**config.mk**
```make
export PLATFORM = sky130hd
export DESIGN_NAME = debug_reg_dumper_flat
export DESIGN_NICKNAME = d
export VERILOG_FILES = /design/src/rtl/debug_reg_dumper_if.sv /design/src/rtl/debug_reg_dumper.sv /design/src/flat_wrapper.sv
export SDC_FILE = /design/constraint.sdc
export NUM_CORES = 1
export LEC_CHECK = 0
export BUFFER_PORTS_ARGS = -buffer_cell sky130_fd_sc_hd__clkbuf_2
export CORE_MARGIN = 2
export CORE_UTILIZATION = 55
export DETAILED_ROUTE_END_ITERATION = 10
export PLACE_DENSITY = 0.85
export SETUP_SLACK_MARGIN = 0.4
export SYNTH_ARGS = -nofsm -noshare
export SYNTH_HDL_FRONTEND = slang
export SYNTH_SLANG_ARGS = --single-unit
```
**constraint.sdc**
```tcl
create_clock -name clk -period 3.7 [get_ports clk]
set_clock_uncertainty 0.2 [all_clocks]
set_input_delay 0.185 -clock clk [delete_from_list [all_inputs] [get_ports clk]]
set_output_delay 0.185 -clock clk [all_outputs]
set_load 0.02 [all_outputs]
```
**src/rtl/debug_reg_dumper_if.sv**
```systemverilog
// Byte-stream valid/ready link from the register dumper to its consumer.
// Master drives tx_data/tx_valid; slave returns tx_ready.
interface debug_reg_dumper_if;
  logic [7:0] tx_data;
  logic       tx_valid;
  logic       tx_ready;

  modport master (
    output tx_data,
    output tx_valid,
    input  tx_ready
  );

  modport slave (
    input  tx_data,
    input  tx_valid,
    output tx_ready
  );
endinterface

```
**src/rtl/debug_reg_dumper.sv**
```systemverilog
// Debug register dumper: snapshots PC, walks x0..x(NUM_REGS-1), streams bytes MSB first.
// Define DEBUG_DUMP_CHECKSUM_EN to append an XOR checksum byte to every dump.
module debug_reg_dumper #(
  parameter int WIDTH    = 32,
  parameter int NUM_REGS = 32
) (
  input  logic             clk,
  input  logic             reset,
  input  logic             start,
  input  logic [WIDTH-1:0] Debug_PC,
  input  logic [WIDTH-1:0] Debug_Out,
  output logic [4:0]       Debug_Source,
  debug_reg_dumper_if.master tx,
  output logic             busy,
  output logic             done
);

  localparam int BPW = WIDTH / 8;
  localparam int IW  = $clog2(NUM_REGS + 1);
  localparam int BW  = (BPW > 1) ? $clog2(BPW) : 1;

`ifdef DEBUG_DUMP_CHECKSUM_EN
  typedef enum logic [2:0] {
    IDLE,
    SEND,
    LOAD,
    CSUM,
    FINISH
  } state_t;
`else
  typedef enum logic [2:0] {
    IDLE,
    SEND,
    LOAD,
    FINISH
  } state_t;
`endif

  state_t state;
  state_t state_nx;

  logic [WIDTH-1:0] shift;
  logic [IW-1:0]    item;
  logic [BW-1:0]    byte_cnt;
  logic             last_byte;
  logic             last_item;
  logic [7:0]       cur_byte;

`ifdef DEBUG_DUMP_CHECKSUM_EN
  logic [7:0] csum;
`endif

  assign last_byte = (byte_cnt == BW'(BPW - 1));
  assign last_item = (item == IW'(NUM_REGS));
  assign cur_byte  = shift[WIDTH-1 -: 8];

  // State register; reset aborts any dump in progress.
  always_ff @(posedge clk or posedge reset) begin
    if (reset) begin
      state <= IDLE;
    end else begin
      state <= state_nx;
    end
  end

  // Next-state and Moore outputs; tx_data is only non-zero while offered.
  always_comb begin
    state_nx    = state;
    tx.tx_valid = 1'b0;
    tx.tx_data  = 8'h00;
    busy        = 1'b1;
    done        = 1'b0;
    unique case (state)
      IDLE: begin
        busy = 1'b0;
        if (start) begin
          state_nx = SEND;
        end
      end
      SEND: begin
        tx.tx_valid = 1'b1;
        tx.tx_data  = cur_byte;
        if (tx.tx_ready && last_byte) begin
          if (last_item) begin
`ifdef DEBUG_DUMP_CHECKSUM_EN
            state_nx = CSUM;
`else
            state_nx = FINISH;
`endif
          end else begin
            state_nx = LOAD;
          end
        end
      end
      LOAD: begin
        state_nx = SEND;
      end
`ifdef DEBUG_DUMP_CHECKSUM_EN
      CSUM: begin
        tx.tx_valid = 1'b1;
        tx.tx_data  = csum;
        if (tx.tx_ready) begin
          state_nx = FINISH;
        end
      end
`endif
      FINISH: begin
        done     = 1'b1;
        state_nx = IDLE;
      end
      default: begin
        state_nx = IDLE;
      end
    endcase
  end

  // Word shifter, item/byte counters and register index presented to the core.
  always_ff @(posedge clk or posedge reset) begin
    if (reset) begin
      shift        <= '0;
      item         <= '0;
      byte_cnt     <= '0;
      Debug_Source <= '0;
    end else begin
      unique case (state)
        IDLE: begin
          if (start) begin
            shift    <= Debug_PC;
            item     <= '0;
            byte_cnt <= '0;
          end
        end
        SEND: begin
          if (tx.tx_ready) begin
            shift <= shift << 8;
            if (last_byte) begin
              byte_cnt <= '0;
              if (!last_item) begin
                item         <= item + IW'(1);
                Debug_Source <= 5'(item);
              end
            end else begin
              byte_cnt <= byte_cnt + BW'(1);
            end
          end
        end
        LOAD: begin
          shift    <= Debug_Out;
          byte_cnt <= '0;
        end
        default: begin
        end
      endcase
    end
  end

`ifdef DEBUG_DUMP_CHECKSUM_EN
  // Running XOR over every accepted register byte, cleared when a dump begins.
  always_ff @(posedge clk or posedge reset) begin
    if (reset) begin
      csum <= 8'h00;
    end else if (state == IDLE && start) begin
      csum <= 8'h00;
    end else if (state == SEND && tx.tx_ready) begin
      csum <= csum ^ cur_byte;
    end
  end
`endif

  a_hold: assert property (
    @(posedge clk) disable iff (reset)
    (tx.tx_valid && !tx.tx_ready) |=> (tx.tx_valid && $stable(tx.tx_data))
  );

  a_item_range: assert property (
    @(posedge clk) disable iff (reset)
    item <= IW'(NUM_REGS)
  );

endmodule

```
**src/flat_wrapper.sv**
```systemverilog
// flat-port wrapper written by rule: the top's interface ports become plain ports
module debug_reg_dumper_flat 
#(
  parameter int WIDTH    = 32,
  parameter int NUM_REGS = 32
)
  (clk, reset, start, Debug_PC, Debug_Out, Debug_Source, busy, done, tx_tx_data, tx_tx_valid, tx_tx_ready);
  debug_reg_dumper_if tx_i ();
  input  logic clk;
  input  logic reset;
  input  logic start;
  input  logic [WIDTH-1:0] Debug_PC;
  input  logic [WIDTH-1:0] Debug_Out;
  output logic [4:0] Debug_Source;
  output logic busy;
  output logic done;
  output wire logic [$bits(tx_i.tx_data)-1:0] tx_tx_data;
  output wire logic [$bits(tx_i.tx_valid)-1:0] tx_tx_valid;
  input wire logic [$bits(tx_i.tx_ready)-1:0] tx_tx_ready;
  assign tx_tx_data = tx_i.tx_data;
  assign tx_tx_valid = tx_i.tx_valid;
  assign tx_i.tx_ready = tx_tx_ready;
  debug_reg_dumper #(.WIDTH(WIDTH), .NUM_REGS(NUM_REGS)) u_core (.clk(clk), .reset(reset), .start(start), .Debug_PC(Debug_PC), .Debug_Out(Debug_Out), .Debug_Source(Debug_Source), .tx(tx_i), .busy(busy), .done(done));
endmodule
```
==> out/metrics.csv, run 1 <==
metric,value,unit
die footprint,5540,sq um
Worst setup SP type,flop,
Post-synth ARST share,100,%
Layout area overhead,19.7,%
largest net degree at the start of global routing,65,
Die Y,74.4,um
wl on met1,2640,um
share of cells above drive strength 1,40.2,%
min Tclk post-route,2.62,ns
Highest Signal Layer,met4,
Slew Limit Fails,0,
CTS resizes,0,
Final Hold Viols,0,
Vias,2312,
Slowest cell on crit path,a21oi_4,
Max Cap Viol,0,
Ant. Diodes,0,
Clock Tree Root,clkbuf_8,
Longest Clk Path Bufs,2,
critical path endpoint category,flop,
initial antenna violation count,0,
Routed Antenna Nets,0,
CTS sink count,47,
crit-path cells,inv_1 -> ha_1 -> buf_4 -> o21bai_1 -> a21oi_4 -> buf_12 -> mux2_2,
critical path type,flop to flop,
yosys warns,0,
ys flop type,dfrtp_1,
Worst VDD drop,580,uV
"CTS clk-pin slew, worst paths",0.09,ns
Buffers on Ports,83,
Inst Count DP,406,
met3 WL,337,um
R2R Path Start,u_core.state[0]$_DFFE_PP0P_,
HPWL Detailed,4340,um
drt first pass iters,4,
Num CTS Buffers,5,
average wire per standard cell,14.8,um
cell count after synthesis,273,
Syn Area/Cell,9.99,sq um
Fin Setup TNS,0,ns
CTS tree,yes,
Synth Net Count,349,
Initial Util,57.3,%
Leak Pwr,1.54,nW
period utilisation layout,70.8,%
final setup vio count,0,
PD cells,944,nW/um^2
"slowest stage delay, CP",0.51,ns
First DRT Iteration DRCs,156,
worst skew pair latency,0.30,ns
fmax,382,MHz
slew margin rel.,34.5,%
CP max FO,34,
Synth Register Bits,47,
sequential fraction of the synthesis area,43.1,%
Die X,74.4,um
post-CTS setup buffer count,0,
Hold Buf Count CTS,1,
Synth area leader,dfrtp_1,
Post-synth EDFFs,0,
global-route wire length before repair,10300,um
"non-filler cells, final",415,
outcome,"finished, final reports clean",
GR Util All Layers,24.0,%
post-synth cell types,37,
total power draw,3.08,mW
top-area cell type share of the netlist area,43.1,%
H-tree depth,2,
Post-route DRC,0,
mapped cell area,2730,sq um
RSZ-0062 raised after global routing,no,
vias per cell,5.57,
min-delay src,Debug_Out[4],
nets,423,
Hold WC Path Type,input port to flop,
CP arrival,2.60,ns
wire length on met2,3110,um
most area-consuming cells after synthesis,"dfrtp_1 43%, mux2_2 15%, a22oi_1 6.6%, a21oi_1 4.4%, nor2_1 3.7%",
Placer Congestion,0.874,
crit path launch,u_core.state[0]$_DFFE_PP0P_,
Core Area,4750,sq um
Worst Tran Pin Value,0.983,ns
FP Rows,25,
final wirelength,6150,um
vias in the first global route,2358,
Worst Path Required,3.68,ns
GRT overflow,0,
I/O pins,84,
## per-stage QoR
step	util (%)	area (sq um)	setup slack, ns	hold WS [ns]
after global routing	68.7	3260	0.925	0.0657
after global placement	66.7	3170	1.20	0.243
after floorplan	-	2730	1.52	0.256
final	68.7	3260	1.08	0.0558
after detailed placement	66.7	3170	1.07	0.245
after CTS	68.7	3260	1.07	0.0543
## cells by family after synthesis
logic type	count (synthesis)	synth area share (%)
AO/OA/AOI/OAI	80	19.9
multiplexers	38	15.6
AND/OR/NAND/NOR	60	11.3
adder cells (fa/ha/maj)	8	3.67
buffers and inverters	40	6.33
flip-flops	47	43.1
## synthesized netlist by cell type (2+ instances only)
cell type  count
o211ai_1       4
nand3_1       11
o21ai_0       14
nor2_1        27
o311ai_1       3
nand4_1        2
clkbuf_1      11
nand2_1        3
a22oi_1       24
a21oi_1       24
dfrtp_1       47
ha_1           8
and2_1         8
buf_2          3
o31ai_1        2
buf_4          3
mux2_2        37
inv_1         19
buf_1          3
or4_1          3
## cell usage in the layout (no fill, tap or decap), types with 7 or more instances in the layout
cell      synthesis  final
and2_1            8      8
dfrtp_1          47     47
clkbuf_2          0     83
a22oi_1          24     24
a21oi_1          24     24
mux2_2           37     37
nand3_1          11     11
nor2_1           27     27
inv_1            19     18
ha_1              8      7
o21ai_0          14     14
## critical path: cells and delay by family (launching register included)
kind	cells	cell delay (ns)
mux	1	0.35
buf+inv	3	0.69
fa+ha+maj	1	0.16
flops	1	0.43
compound gates	2	0.67
## metal layers
layer  GRT usage [%]  up-vias
li1                -     1132
met3            5.56        6
met2            40.6       76
met4            7.54        0
met5               0        -
met1            30.7     1098
## worst paths after layout
kind                                                 endpoint  slack [ns]  cells past startpoint
max                              u_core.shift[14]$_DFFE_PP0P_        1.08                      7
min                               u_core.shift[4]$_DFFE_PP0P_        0.06                      4
max reg2reg                      u_core.shift[14]$_DFFE_PP0P_        1.08                      7
min reg2reg                u_core.Debug_Source[1]$_DFFE_PP0P_        0.31                      1
max in group asynchronous        u_core.shift[12]$_DFFE_PP0P_        2.25                      3
min in group asynchronous  u_core.Debug_Source[3]$_DFFE_PP0P_        0.43                      3
## layout make-up
| cell class | count | area, sq um |
|---|---|---|
| fillers | 378 | 1490 |
| multi-input cells | 186 | 1380 |
| flip-flops and latches | 47 | 1180 |
| repair buffers | 88 | 468 |
| well taps | 67 | 83.8 |
| clock buffers | 6 | 72.6 |
| inverters | 19 | 71.3 |
| clock inverters | 2 | 12.5 |
## flip-flops by register name (all words and copies together) (netlist names)
register             flops
u_core.state             2
u_core.item              6
u_core.shift            32
u_core.Debug_Source      5
u_core.byte_cnt          2
## power by group
group,switching (mW),internal (mW)
clock network,0.176,0.132
registers,0.174,0.778
logic,0.971,0.850
(Power assumes the default switching activity.)
==> run 2: changes to the inputs <==
- ABC_AREA: not set -> 1
- CORE_UTILIZATION: 55 -> 52
- PLACE_DENSITY: 0.85 -> 0.81
- clock period: 3.7 -> 2.7 ns (I/O delays scaled with it)
==> run 2 against run 1 <==
Critical path type is now flop to primary output; wire length increased by 23%; register-to-register slack got worse by 0.58 ns; hold slack got worse by 0.040 ns; highest routed layer unchanged; largest power group unchanged; area after synthesis grew 0.92%; sequential share of layout area fell by 4.8 points; first-iteration DRC count up 48%; clock-buffer cell count stayed put; sequential power grew 21%.
==> out/metrics.csv, run 2 <==
metric,value,unit,change
outcome,"finished, final reports clean",,
PD cells,1070,nW/um^2,+14%
reg2reg setup slack,0.50,ns,-0.58 ns
worst skew pair latency,0.30,ns,about the same
"commonest non-fill, non-tap cell in the layout",nand2_1,,
most frequent cell after synthesis,nand2_1,,
Worst setup SP type,flop,,
Routed Antenna Nets,0,,unchanged
R2R Path End,u_core.shift[6]$_DFFE_PP0P_,,
Post-route DRC,0,,unchanged
switching share of power,44.0,%,+1.1 points
Ant. Diodes,0,,unchanged
hold endpoint,u_core.shift[15]$_DFFE_PP0P_,,
max reg flops,32,,unchanged
Post-synth ARST share,100,%,unchanged
vias per cell,5.15,,-7.6%
fill cell count,392,,+3.7%
RSZ-0062 raised after global routing,yes,,
final wirelength,7560,um,+23%
post-CTS setup buffer count,0,,unchanged
drt first pass iters,5,,+1
DP Worst Slack,0.703,ns,-0.368 ns
Worst VDD drop,651,uV,+12%
Vias,2879,,+25%
Layout area overhead,36.9,%,
sequential fraction of the synthesis area,42.7,%,-0.39 points
Worst Tran Pin Value,0.977,ns,-0.00560 ns
GR Util All Layers,25.3,%,+1.3 points
Leak Pwr,2.06,nW,+34%
Synth Net Count,448,,+28%
CP max FO,35,,+2.9%
Core Area,5110,sq um,+7.4%
Clock Tree Root,clkbuf_8,,
FP Rows,26,,+4.0%
nets,565,,+34%
min Tclk post-route,2.27,ns,
top-area cell type share of the netlist area,42.7,%,-0.39 points
Hold WC Path Type,input port to flop,,
vias in the first global route,2736,,+16%
R2R Path Start,u_core.state[0]$_DFFE_PP0P_,,
Die Y,76.7,um,+3.1%
total power draw,4.05,mW,+31%
worst hold path depth,5,,+1
post-layout util,73.7,%,+5.1 points
Synth area leader,dfrtp_1,,
ys flop type,dfrtp_1,,
HPWL Detailed,4270,um,-1.5%
"CTS clk-pin slew, worst paths",0.08,ns,about the same
cell count after synthesis,372,,+36%
Synth Register Bits,47,,unchanged
Final Hold Viols,0,,unchanged
Clock power frac,12.6,%,+2.6 points
share of cells above drive strength 1,20.7,%,-20 points
share of power burned in registers,28.3,%,-2.6 points
min-delay src,Debug_Out[15],,
post-synth cell types,18,,-51%
Buffers on Ports,83,,unchanged
critical path type,flop to primary output,,
H-tree depth,2,,unchanged
P_int,2.27,mW,+29%
Post-synth EDFFs,0,,unchanged
Initial Util,53.9,%,-3.5 points
most area-consuming cells after synthesis,"dfrtp_1 43%, nand2_1 24%, mux2i_1 8.7%, o21ai_0 4.7%, o21ai_1 4.0%",,
biggest regs,"u_core.shift (32), u_core.item (6), u_core.Debug_Source (5)",,
Max Cap Viol,0,,unchanged
yosys warns,0,,unchanged
Worst Path Required,2.37,ns,-1.31 ns
average wire per standard cell,13.5,um,-8.8%
worst setup margin,0.435,ns,-0.645 ns
mapped cell area,2750,sq um,+0.92%
GRT overflow,0,,unchanged
initial antenna violation count,0,,unchanged
Worst Reg-to-Reg Cells,8,,+1
Num CTS Buffers,5,,unchanged
Placer Congestion,0.851,,-2.5%
combinational share of power,59.1,%,about the same
die footprint,5890,sq um,+6.4%
Syn Area/Cell,7.40,sq um,-26%
Fin Setup TNS,0,ns,unchanged
final setup vio count,0,,unchanged
most frequent cells in the layout,"175 x nand2_1, 83 x clkbuf_2, 47 x dfrtp_1",,
"non-filler cells, final",559,,+35%
"top cells by count, synth","175 x nand2_1, 47 x dfrtp_1, 26 x o21ai_0",,
largest net degree at the start of global routing,48,,-26%
largest register by flop count,u_core.shift,,
period utilisation layout,83.9,%,
Longest Clk Path Bufs,2,,unchanged
fmax,441,MHz,
Inst Count DP,509,,+25%
CTS sink count,47,,unchanged
CP arrival,1.93,ns,-0.67 ns
global-route wire length before repair,11900,um,+16%
Die X,76.7,um,+3.1%
CTS tree,yes,,
Slew Limit Fails,0,,unchanged
I/O pins,84,,unchanged
First DRT Iteration DRCs,231,,+48%
critical path endpoint category,primary output,,
slew margin rel.,34.8,%,+0.28 points
Net Switching,1.78,mW,+35%
==> run 2: cell types whose count changed in the layout (fill, tap and decap cells not counted), sizes merged, moves of 8 or more <==
cell         before  now
a21oi            25    0
a22oi            24    0
and2              8    0
dlygate4sd3       1   42
mux2             37    0
mux2i             1   24
nand2             3  175
nor2             27   14
o21ai            14   48
==> run 2: worst max-delay path by stage <==
stage / cells past startpoint / slack (ns) / end / start
after floorplan: 9 / 0.87 / u_core.shift[0]$_DFFE_PP0P_ / u_core.state[1]$_DFFE_PP0P_
after global placement: 5 / 0.80 / u_core.shift[30]$_DFFE_PP0P_ / u_core.state[0]$_DFFE_PP0P_
after detailed placement: 7 / 0.70 / u_core.shift[23]$_DFFE_PP0P_ / u_core.state[1]$_DFFE_PP0P_
after CTS: 5 / 0.43 / u_core.shift[4]$_DFFE_PP0P_ / u_core.state[1]$_DFFE_PP0P_
after global routing: 8 / 0.33 / u_core.shift[2]$_DFFE_PP0P_ / u_core.state[0]$_DFFE_PP0P_
final: 6 / 0.43 / tx_tx_data[0] / u_core.state[1]$_DFFE_PP0P_
==> run 2: critical path: stages, from the launching register on <==
cell	delay, ns
dfrtp_1	0.43
inv_1	0.13
ha_1	0.37
buf_6	0.32
nand2_1	0.09
inv_1	0.08
clkbuf_2	0.18
==> run 2: logic make-up after synthesis <==
family	synth area share (%)
flip-flops	42.7
AO/OA/AOI/OAI	8.73
multiplexers	8.73
buffers and inverters	7.41
AND/OR/NAND/NOR	28.4
adder cells (fa/ha/maj)	3.64
XOR/XNOR	0.318
==> run 2: layer usage <==
metal,track usage [%],wire (um),vias to the layer above
met5,0,0,-
met4,14.9,337,0
met3,4.24,409,34
met2,43.8,3810,139
met1,29.4,3000,1304
li1,-,-,1402
==> run 2: final cells by class <==
class	instances	area, sq um	share of cell area, %
multi-input cells	281	1390	36.8
flip-flops and latches	47	1180	31.2
repair buffers	131	927	24.6
well taps	70	87.6	2.33
inverters	23	86.3	2.29
clock buffers	6	72.6	1.93
clock inverters	1	30.0	0.797
==> run 2: stage by stage <==
stage               cell area [sq um]  hold slack, ns
global placement                 3190           0.200
floorplan                        2750           0.117
finish                           3770          0.0158
global route                     3770          0.0405
detailed placement               3190           0.205
CTS                              3710          0.0109
==> run 2: power groups by stage <==
| stage | Sequential, mW | Combinational (mW) | Clock [mW] |
|---|---|---|---|
| 2_1_floorplan | 1.11 | 1.67 | 0 |
| 3_3_place_gp | 1.14 | 1.96 | 0 |
| 3_5_place_dp | 1.15 | 2.03 | 0 |
| 4_1_cts | 1.13 | 2.23 | 0.516 |
| 5_1_grt | 1.18 | 2.66 | 0.539 |
| 6_report | 1.15 | 2.39 | 0.509 |
==> run 2: what timing repair did <==
item                                    4_1_cts  5_1_grt
hold buffers                                 42        0
endpoints found under the setup margin        0       16
gates resized for setup                       0        6
endpoints found under the hold margin        79        0
